==> src/rtl/isolator_shift_ctrl_pkg.sv <==
// Shared types and helpers for the isolator shift-register chain master.
package isolator_shift_ctrl_pkg;

    typedef enum logic [1:0] {
        ST_IDLE  = 2'd0,
        ST_LOAD  = 2'd1,
        ST_SHIFT = 2'd2,
        ST_LATCH = 2'd3
    } frame_state_t;

    // Each slot contributes one padding/status bit and one payload bit per word.
    function automatic int frame_width(input int num_slots);
        return 2 * num_slots;
    endfunction

endpackage

==> src/rtl/isolator_shift_ctrl_tick.sv <==
// Divides clk by SCLK_DIV into a one-clk tick; the phase restarts at every frame.
module isolator_tick_gen
    import isolator_shift_ctrl_pkg::*;
#(
    parameter int SCLK_DIV = 4
) (
    input  logic         clk,
    input  logic         reset_n,
    input  frame_state_t state,
    output logic         tick
);

    localparam int CW = (SCLK_DIV > 1) ? $clog2(SCLK_DIV) : 1;
    localparam logic [CW-1:0] LAST = CW'(SCLK_DIV - 1);

    logic          hold;
    logic [CW-1:0] cnt;

    assign hold = (state == ST_IDLE) || (state == ST_LOAD);

    always_ff @(posedge clk or negedge reset_n) begin
        if (!reset_n) begin
            cnt <= '0;
        end else if (hold || cnt == LAST) begin
            cnt <= '0;
        end else begin
            cnt <= cnt + 1'b1;
        end
    end

    assign tick = !hold && (cnt == LAST);

endmodule

==> src/rtl/isolator_shift_ctrl.sv <==
// Frames per-slot cs_n/hwcon out to the isolator chain and reads dir/chan/hwflag back.
module isolator_shift_ctrl
    import isolator_shift_ctrl_pkg::*;
#(
    parameter int NUM_SLOTS      = 4,
    parameter int SCLK_DIV       = 4,
    parameter int REFRESH_CYCLES = 4096
) (
    input  logic                 clk,
    input  logic                 reset_n,
    input  logic                 enable,
    input  logic                 force_scan,
    input  logic [NUM_SLOTS-1:0] cs_n_in,
    input  logic [NUM_SLOTS-1:0] hwcon_in,
    output logic                 sclk,
    output logic                 srclk,
    output logic                 cs_n_ser,
    output logic                 hwcon_ser,
    input  logic                 dirchan_ser,
    input  logic                 hwflag_ser,
    output logic [NUM_SLOTS-1:0] slot_dir,
    output logic [NUM_SLOTS-1:0] slot_chan,
    output logic [NUM_SLOTS-1:0] slot_hwflag,
    output logic                 status_valid,
    output logic                 status_changed,
    output logic                 busy
);

    localparam int W  = frame_width(NUM_SLOTS);
    localparam int TW = $clog2(2 * W);
    localparam int RW = (REFRESH_CYCLES > 1) ? $clog2(REFRESH_CYCLES + 1) : 1;
    localparam logic [TW-1:0] SHIFT_LAST = TW'(2 * W - 1);
    localparam logic [RW-1:0] REF_MAX    = RW'(REFRESH_CYCLES);
    localparam logic [RW-1:0] REF_LAST   = RW'((REFRESH_CYCLES > 0) ? REFRESH_CYCLES - 1 : 0);

    frame_state_t         state;
    logic                 tick;
    logic [TW-1:0]        tick_cnt;
    logic [RW-1:0]        ref_cnt;
    logic                 force_pend;
    logic                 primed;
    logic [NUM_SLOTS-1:0] sent_cs;
    logic [NUM_SLOTS-1:0] sent_hw;
    logic [W-1:0]         out_cs_sr;
    logic [W-1:0]         out_hw_sr;
    logic [W-1:0]         in_dc_sr;
    logic [NUM_SLOTS-1:0] in_hf_sr;
    logic                 fall_evt;
    logic                 refresh_hit;
    logic                 trigger;

    isolator_tick_gen #(
        .SCLK_DIV (SCLK_DIV)
    ) u_tick (
        .clk     (clk),
        .reset_n (reset_n),
        .state   (state),
        .tick    (tick)
    );

    // Odd tick_cnt values end an even-numbered tick: that is the sclk falling edge.
    assign fall_evt    = (state == ST_SHIFT) && tick && tick_cnt[0];
    assign refresh_hit = (REFRESH_CYCLES != 0) && (state == ST_IDLE) && (ref_cnt >= REF_LAST);
    assign trigger     = enable && ((cs_n_in != sent_cs) || (hwcon_in != sent_hw) ||
                                    force_pend || refresh_hit);

    // Shift datapath: loaded at LOAD, advanced on every sclk fall.
    always_ff @(posedge clk) begin
        if (state == ST_LOAD) begin
            out_cs_sr <= {{NUM_SLOTS{1'b1}}, cs_n_in};
            out_hw_sr <= {{NUM_SLOTS{1'b0}}, hwcon_in};
        end else if (fall_evt) begin
            out_cs_sr <= W'({out_cs_sr, 1'b1});
            out_hw_sr <= W'({out_hw_sr, 1'b0});
            in_dc_sr  <= W'({in_dc_sr, dirchan_ser});
            in_hf_sr  <= NUM_SLOTS'({in_hf_sr, hwflag_ser});
        end
    end

    always_ff @(posedge clk or negedge reset_n) begin
        if (!reset_n) begin
            state          <= ST_IDLE;
            tick_cnt       <= '0;
            ref_cnt        <= '0;
            force_pend     <= 1'b0;
            primed         <= 1'b0;
            sent_cs        <= '1;
            sent_hw        <= '0;
            sclk           <= 1'b0;
            srclk          <= 1'b0;
            cs_n_ser       <= 1'b1;
            hwcon_ser      <= 1'b0;
            slot_dir       <= '0;
            slot_chan      <= '0;
            slot_hwflag    <= '0;
            status_valid   <= 1'b0;
            status_changed <= 1'b0;
            busy           <= 1'b0;
        end else begin
            status_valid   <= 1'b0;
            status_changed <= 1'b0;
            case (state)
                ST_IDLE: begin
                    sclk  <= 1'b0;
                    srclk <= 1'b0;
                    if (ref_cnt != REF_MAX) begin
                        ref_cnt <= ref_cnt + 1'b1;
                    end
                    if (trigger) begin
                        state <= ST_LOAD;
                        busy  <= 1'b1;
                    end
                end
                ST_LOAD: begin
                    sent_cs    <= cs_n_in;
                    sent_hw    <= hwcon_in;
                    // The leading half of each out word is padding: cs_n idle high, hwcon low.
                    cs_n_ser   <= 1'b1;
                    hwcon_ser  <= 1'b0;
                    force_pend <= 1'b0;
                    ref_cnt    <= '0;
                    tick_cnt   <= '0;
                    state      <= ST_SHIFT;
                end
                ST_SHIFT: begin
                    if (tick) begin
                        tick_cnt <= (tick_cnt == SHIFT_LAST) ? '0 : tick_cnt + 1'b1;
                        if (!tick_cnt[0]) begin
                            sclk <= 1'b1;
                        end else begin
                            sclk <= 1'b0;
                            if (tick_cnt == SHIFT_LAST) begin
                                srclk <= 1'b1;
                                state <= ST_LATCH;
                            end else begin
                                cs_n_ser  <= out_cs_sr[W-2];
                                hwcon_ser <= out_hw_sr[W-2];
                            end
                        end
                    end
                end
                ST_LATCH: begin
                    if (tick) begin
                        if (tick_cnt == TW'(1)) begin
                            tick_cnt  <= '0;
                            srclk     <= 1'b0;
                            cs_n_ser  <= 1'b1;
                            hwcon_ser <= 1'b0;
                            primed    <= 1'b1;
                            // The first frame only reads back what the previous latch captured.
                            if (primed) begin
                                slot_dir       <= in_dc_sr[NUM_SLOTS-1:0];
                                slot_chan      <= in_dc_sr[W-1:NUM_SLOTS];
                                slot_hwflag    <= in_hf_sr;
                                status_valid   <= 1'b1;
                                status_changed <= (in_dc_sr != {slot_chan, slot_dir}) ||
                                                  (in_hf_sr != slot_hwflag);
                            end
                            if (trigger) begin
                                state <= ST_LOAD;
                            end else begin
                                state <= ST_IDLE;
                                busy  <= 1'b0;
                            end
                        end else begin
                            tick_cnt <= tick_cnt + 1'b1;
                        end
                    end
                end
                default: begin
                    state <= ST_IDLE;
                end
            endcase
            // A request arriving in the same cycle as LOAD still earns its own frame.
            if (force_scan) begin
                force_pend <= 1'b1;
            end
        end
    end

endmodule

==> config.mk <==
export PLATFORM = sky130hd
export DESIGN_NAME = isolator_shift_ctrl
export DESIGN_NICKNAME = d
export VERILOG_FILES = /design/src/rtl/isolator_shift_ctrl_pkg.sv /design/src/rtl/isolator_shift_ctrl_tick.sv /design/src/rtl/isolator_shift_ctrl.sv
export SDC_FILE = /design/constraint.sdc
export NUM_CORES = 1
export LEC_CHECK = 0
export ABC_AREA = 0
export CAP_MARGIN = 0
export CORE_MARGIN = 1.5
export CORE_UTILIZATION = 30
export CTS_CLUSTER_SIZE = 25
export DETAILED_ROUTE_END_ITERATION = 8
export DONT_BUFFER_PORTS = 1
export GPL_ROUTABILITY_DRIVEN = 0
export GPL_TIMING_DRIVEN = 0
export PLACE_DENSITY = 0.48
export SYNTH_ARGS = -nofsm -noshare
export SYNTH_HDL_FRONTEND = slang
export SYNTH_SLANG_ARGS = --single-unit
export TNS_END_PERCENT = 100
==> constraint.sdc <==
create_clock -name clk -period 4.8 [get_ports clk]
set_input_delay 0.48 -clock clk [delete_from_list [all_inputs] [get_ports clk]]
set_output_delay 0.48 -clock clk [all_outputs]
set_load 0.01 [all_outputs]
## Yosys cells after proc, flatten, opt, wreduce, memory -nomap -nowiden

Index checks and enable logic that the tools add are counted.

| cells by class | value |
|---|---|
| add/subtract/negate cells | 3 |
| magnitude comparators | 1 |
| eq/ne operators | 20 |
| multiplexer cells | 54 |
| bitwise logic cells | 1 |
| reduce and logical (&&, ||, !) cells | 30 |

Operators by type and width:

| operator | count |
|---|---|
| $mux W4 | 8 |
| $mux W1 | 30 |
| $pmux W13 S2 | 1 |
| $reduce_and A6 Y1 | 3 |
| $mux W2 | 7 |
| $ne A2 B2 Y1 const B | 7 |
| $add A13 B1 Y13 const B | 1 |
| $ge A13 B12 Y1 const B | 1 |
| $mux W13 | 1 |
| $ne A13 B13 Y1 const B | 1 |
| $ne A4 B4 Y1 | 3 |
| $pmux W4 S3 | 1 |
| $reduce_bool A2 Y1 | 5 |
| $pmux W1 S3 | 3 |
| $ne A8 B8 Y1 | 1 |
| $pmux W2 S4 | 1 |
| $eq A2 B2 Y1 const B | 3 |
| $logic_or A1 B1 Y1 | 6 |
| $reduce_and A2 Y1 | 3 |
| $reduce_and A3 Y1 | 2 |
| $reduce_bool A3 Y1 | 2 |
| $logic_and A1 B1 Y1 | 5 |
| $reduce_and A5 Y1 | 1 |
| $add A4 B1 Y4 const B | 1 |
| 10 further kinds | 12 |

| word-level totals | value |
|---|---|
| flip-flop bits (word level) | 76 |
| input port bits | 14 |
| output and inout bits | 19 |
| word-level logic and storage cells | 133 |

## Longest topological paths before layout

| logic depth | value |
|---|---|
| depth after elaboration | 9 |
| mapped depth | 9 |
| gate-level depth less buffers | 7 |

## Modules after synthesis

From an unflattened synthesis, not the netlist that was laid out.

| unflattened totals | value |
|---|---|
| cell total of the unflattened synthesis | 323 |
| area, all modules | 3639.7 µm² |

Modules (own cells, without submodules):

| module | times used | cells each | area each (µm²) | seq. area each (µm²) |
|---|---|---|---|---|
| isolator_shift_ctrl | 1 | 317 | 3548.4 | 1928.1 |
| isolator_tick_gen | 1 | 6 | 91.3 | 50.0 |

## Worst setup path before layout

OpenSTA, ideal clock, no wires.

| timing | value |
|---|---|
| kind | flip-flop to flip-flop |
| start | register state[0] |
| end | register state[1] |
| library setup time | 0.128 ns |
| arrival | 1.766 ns |
| data required time | 4.672 ns |
| slack | 2.907 ns |
| stages on the path, launching flop included | 9 |
| path buffers | 1 |
| period minus slack after synthesis | 1.893 ns |
| path through | dfrtp_1 -> inv_1 -> ha_1 -> buf_6 -> nor3b_2 -> a21o_1 -> o211ai_2 -> a31oi_1 -> mux2_1 |

| between the ends | value |
|---|---|
| longest elaborated chain between the ends | 6 |
| elaborated cells on any way between the ends | 18 |
| those cells by class | 9 x eq/ne; 1 x mux; 8 x reduce/logical |

RTL lines:

| item | RTL line | text |
|---|---|---|
| from (decl) | isolator_shift_ctrl.sv:36 | `frame_state_t state;` |
| from (signal assigned) | isolator_shift_ctrl.sv:82 | `state <= ST_IDLE;` |
| from (signal assigned) | isolator_shift_ctrl.sv:110 | `state <= ST_LOAD;` |
| from (signal assigned) | isolator_shift_ctrl.sv:123 | `state <= ST_SHIFT;` |
| $eq A2 B1 Y1 or $logic_not A2 Y1 (tied branches) | isolator_shift_ctrl_tick.sv:19, isolator_shift_ctrl.sv:102, isolator_shift_ctrl.sv:63 |  |
| $logic_or A1 B1 Y1 or $logic_and A1 B1 Y1 (tied branches) | isolator_shift_ctrl_tick.sv:19, isolator_shift_ctrl.sv:63 |  |
| $logic_not A1 Y1 or $logic_or A1 B1 Y1 (tied branches) | isolator_shift_ctrl_tick.sv:31, isolator_shift_ctrl.sv:65 |  |
| $logic_and A1 B1 Y1, on equally long branches | isolator_shift_ctrl_tick.sv:31, isolator_shift_ctrl.sv:64 |  |
| $ne A2 B2 Y1 (no source line) | n/a |  |
| $reduce_and A6 Y1 (no source line) | n/a |  |

Parallel ways exist; a longest one is shown, timed or not.
A chain may end at the register's enable or synchronous reset.

## Worst setup path after layout

| timing | value |
|---|---|
| start | register state[1] |
| end | register ref_cnt[8] |

| between the ends | value |
|---|---|
| longest elaborated chain between the ends | 3 |
| elaborated cells on any way between the ends | 6 |
| those cells by class | 2 x eq/ne; 1 x mux; 3 x reduce/logical |

RTL lines:

| item | RTL line | text |
|---|---|---|
| $logic_not A2 Y1 or $eq A2 B1 Y1 (tied branches) | isolator_shift_ctrl.sv:102 | `case (state)` |
| $ne A2 B1 Y1 (no source line) or $reduce_bool A2 Y1 (tied branches) | n/a |  |
| $reduce_and A2 Y1 (no source line) | n/a |  |
| to (signal assigned) | isolator_shift_ctrl.sv:107 | `ref_cnt <= ref_cnt + 1'b1;` |
| to (decl) | isolator_shift_ctrl.sv:39 | `logic [RW-1:0] ref_cnt;` |

Parallel ways exist; a longest one is shown, timed or not.

==> results.md <==
* Status: finished, violations left
* Violated checks: DRC
* Routed vias/inst at about 4.8
* Crit-path cells: inv_1 > ha_1 > buf_1 > clkinv_1 > nor2_1 > buf_2 > nor2_1
* Die area at 12700 um^2
* Final Hold Fails at 0
* Design area at ~4100 um^2
* Mapped Cells at between 300 and 400
* Crit-path max cell delay at between 400 and 500 ps
* Final wirelength at just over 7000 um
* Hold depth at 1
* Dpl cells at 482
* Vias in the first global route at 2401
* Critical path capture point type: register
* Num ports at 33
* Remaining antenna violation count after routing at 0
* Critical Path RT at slightly above 5000 ps
* Top-count cell post-synth: nand2_1
* Clock buffer depth at 2
* Synth top area share at 0.313
* Final Max Tran Viols at 0
* Met2 routed WL at 3250 um
* Die H at 113 um
* CP Class: reg -> reg
* Vias at between 2000 and 2500
* Setup-failing EPs final at 0
* Clock period minus final worst setup slack at 2370 ps
* Global route overflow at 0
* Total global-route track usage at 0.126
* Core ar. at approximately 12000 um^2
* DRT iter0 DRCs at 73
* First-pass GRT wire length at 12300 um
* Average routed wire per standard cell at ~14 um
* Initial Utilization at 0.311
* Seq/Total Area, Yosys at 0.550
* Rel. slew slack at 0.575
* Setup_tns at 0 ps
* Fin nets at approximately 380
* Inserted Clock Buffers at 9
* Net count after synthesis at 362
* R2r endpoint: ref_cnt[8]
* Root Buffer: clkbuf_16
* Dpl hpwl at ~4800 um
* Top post-synthesis cells by count: 60 x nand2_1, 45 x dfrtp_1, 25 x o21ai_0
* DRC Markers at 4
* Pre-antenna DRT Iters at 6
* Synthesized area per cell at around 11 um^2
* Skew-Pair Late Insertion Delay at about 350 ps
* Most used cell, CP: nor2_1
* Area contributors post-synth: dfrtp_1 31%, edfxtp_1 17%, nand2_1 6.3%, xor2_1 4.9%, dfstp_2 3.7%
* Post-synth EDFFs at 20
* Total power draw at 0.00135 W
* Asr flop ratio synth at 0.658
* Die width at between 100 and 150 um
* DR top layer: met4
* Netlist cell types at 50
* CTS H-Tree Depth at 3
* VDD IR max at about 160 uV
* Setup Skew at around 7.7 ps
* Largest fanout on the critical path at 10
* Mapped Area at approximately 3600 um^2
* Worst Hold Launch: force_scan
* Synth Register Bits at 76
* Row cnt at 39
* Worst reg2reg path depth at 7
* Tcrit/Tclk final at 0.493
* Startpoint types: register
* Metal-1 WL at 3480 um
* Synth area leader: dfrtp_1
* Hold Path End: force_pend
* Worst slew pin tran at between 600 and 700 ps
* Buffers added on ports at 0
* CP arrival at approximately 2600 ps
* # diodes at 0
* CTS tree: yes
* CP max-delay cell: clkinv_1
* Power Dens Cells at 330 nW/um^2
* Initial antenna violation count at 0
* CTS Sinks at 76
* Placed instance area at around 3800 um^2
* RSZ-0062 raised after global routing: no
* Clk slew on worst S/H paths at 60 ps
* Share of layout cells above drive strength 1 at 0.132
* Most used DFF post-synth: dfrtp_1
* Max_cap viols at 0
* Layout Cells excl Fill at 500
* Fmax at approximately 420 MHz
* Ys Warns at 0
* Reg2reg setup slack at ~2400 ps
* Met3 WL at approximately 330 um
* Lkg Pwr at between 1.5 and 2 nW
* Largest net degree at the start of global routing at 51
* Worst Hold Class: in -> reg
* Syn-to-layout area delta at 13.9%
* Reg2reg start: state[1]
[cells by family after synthesis]
group,synth area share
adders and majority gates,0.0313
muxes,0.0150
AOI/OAI and AO/OA,0.0776
DFF,0.550
xor gates and xnor gates,0.0779
and+or+nand+nor,0.202
buffers and inverters,0.0459
[worst max path at each step]
stage	start	endpoint	slack (ps)
floorplan	state[0]	state[1]	2910
global placement	state[1]	ref_cnt[8]	2490
detailed placement	state[1]	ref_cnt[8]	2410
CTS	state[1]	ref_cnt[8]	2380
global route	state[1]	ref_cnt[10]	2150
finish	state[1]	ref_cnt[8]	2430
[worst max-delay path: cells and delay by family (launching register included)]
family / cells / cell delay [ps]
DFF: 1 / 440
buffers and inverters: 4 / 1260
and+or+nand+nor: 2 / 320
adders and majority gates: 1 / 230
[repair_timing]
action                                 in CTS  in global routing
resized for setup                           0                  0
setup buffers                               0                  0
setup endpoints to repair                   0                  0
endpoints found under the hold margin      50                  0
hold buffers                                2                  0
[final cells by class]
type,instances,area (um^2)
plain buffers,13,78.8
repair buffers,2,37.5
flip-flops and latches,76,1980
inverters,23,86.3
clock buffers,9,225
well taps,143,179
clock inverters,7,57.6
fillers,1143,7470
multi-input cells,227,1450
[where the power goes]
| part | internal (W) | switching [W] |
|---|---|---|
| Sequential | 0.000667 | 0.00000303 |
| Combinational | 0.00000807 | 0.0000139 |
| Clock | 0.000357 | 0.000301 |
| Total | 0.00103 | 0.000318 |
[state kept, by name, indices dropped and copies added (netlist names), 2 cells and up]
signal / count
sent_hw: 4
slot_dir: 4
tick_cnt: 4
state: 2
slot_hwflag: 4
slot_chan: 4
in_dc_sr: 8
out_hw_sr: 7
u_tick.cnt: 2
out_cs_sr: 7
sent_cs: 4
in_hf_sr: 4
ref_cnt: 13
[metal layers]
layer,track usage,vias to the layer above
met5,0,-
met4,0.0709,0
met3,0.0394,14
met2,0.191,39
met1,0.161,1142
li1,-,1189
[cells in the final DEF (no fill, tap or decap), drive strengths merged, types with 4 or more instances in the layout]
master  synthesis  routed
ha              9       9
nand2          60      60
nand4           4       4
dfrtp          45      45
buf            10      11
nor4           11      11
inv            22      25
edfxtp         20      20
nor2           22      22
dfstp           5       5
nand3          11      11
a21o            5       5
xnor2          12      12
a21oi           4       4
o21ai          25      25
dfxtp           6       6
nor4b           5       5
clkbuf          3      12
xor2           20      20
nor3            6       6
[stage by stage]
step,util,setup WS [ps],hold WS [ps]
after CTS,0.354,2380,208
after global routing,0.354,2150,209
after global placement,0.327,2490,185
after floorplan,-,2910,184
after detailed placement,0.327,2410,186
final,0.354,2430,221
Power figures use the tool's default switching activity.
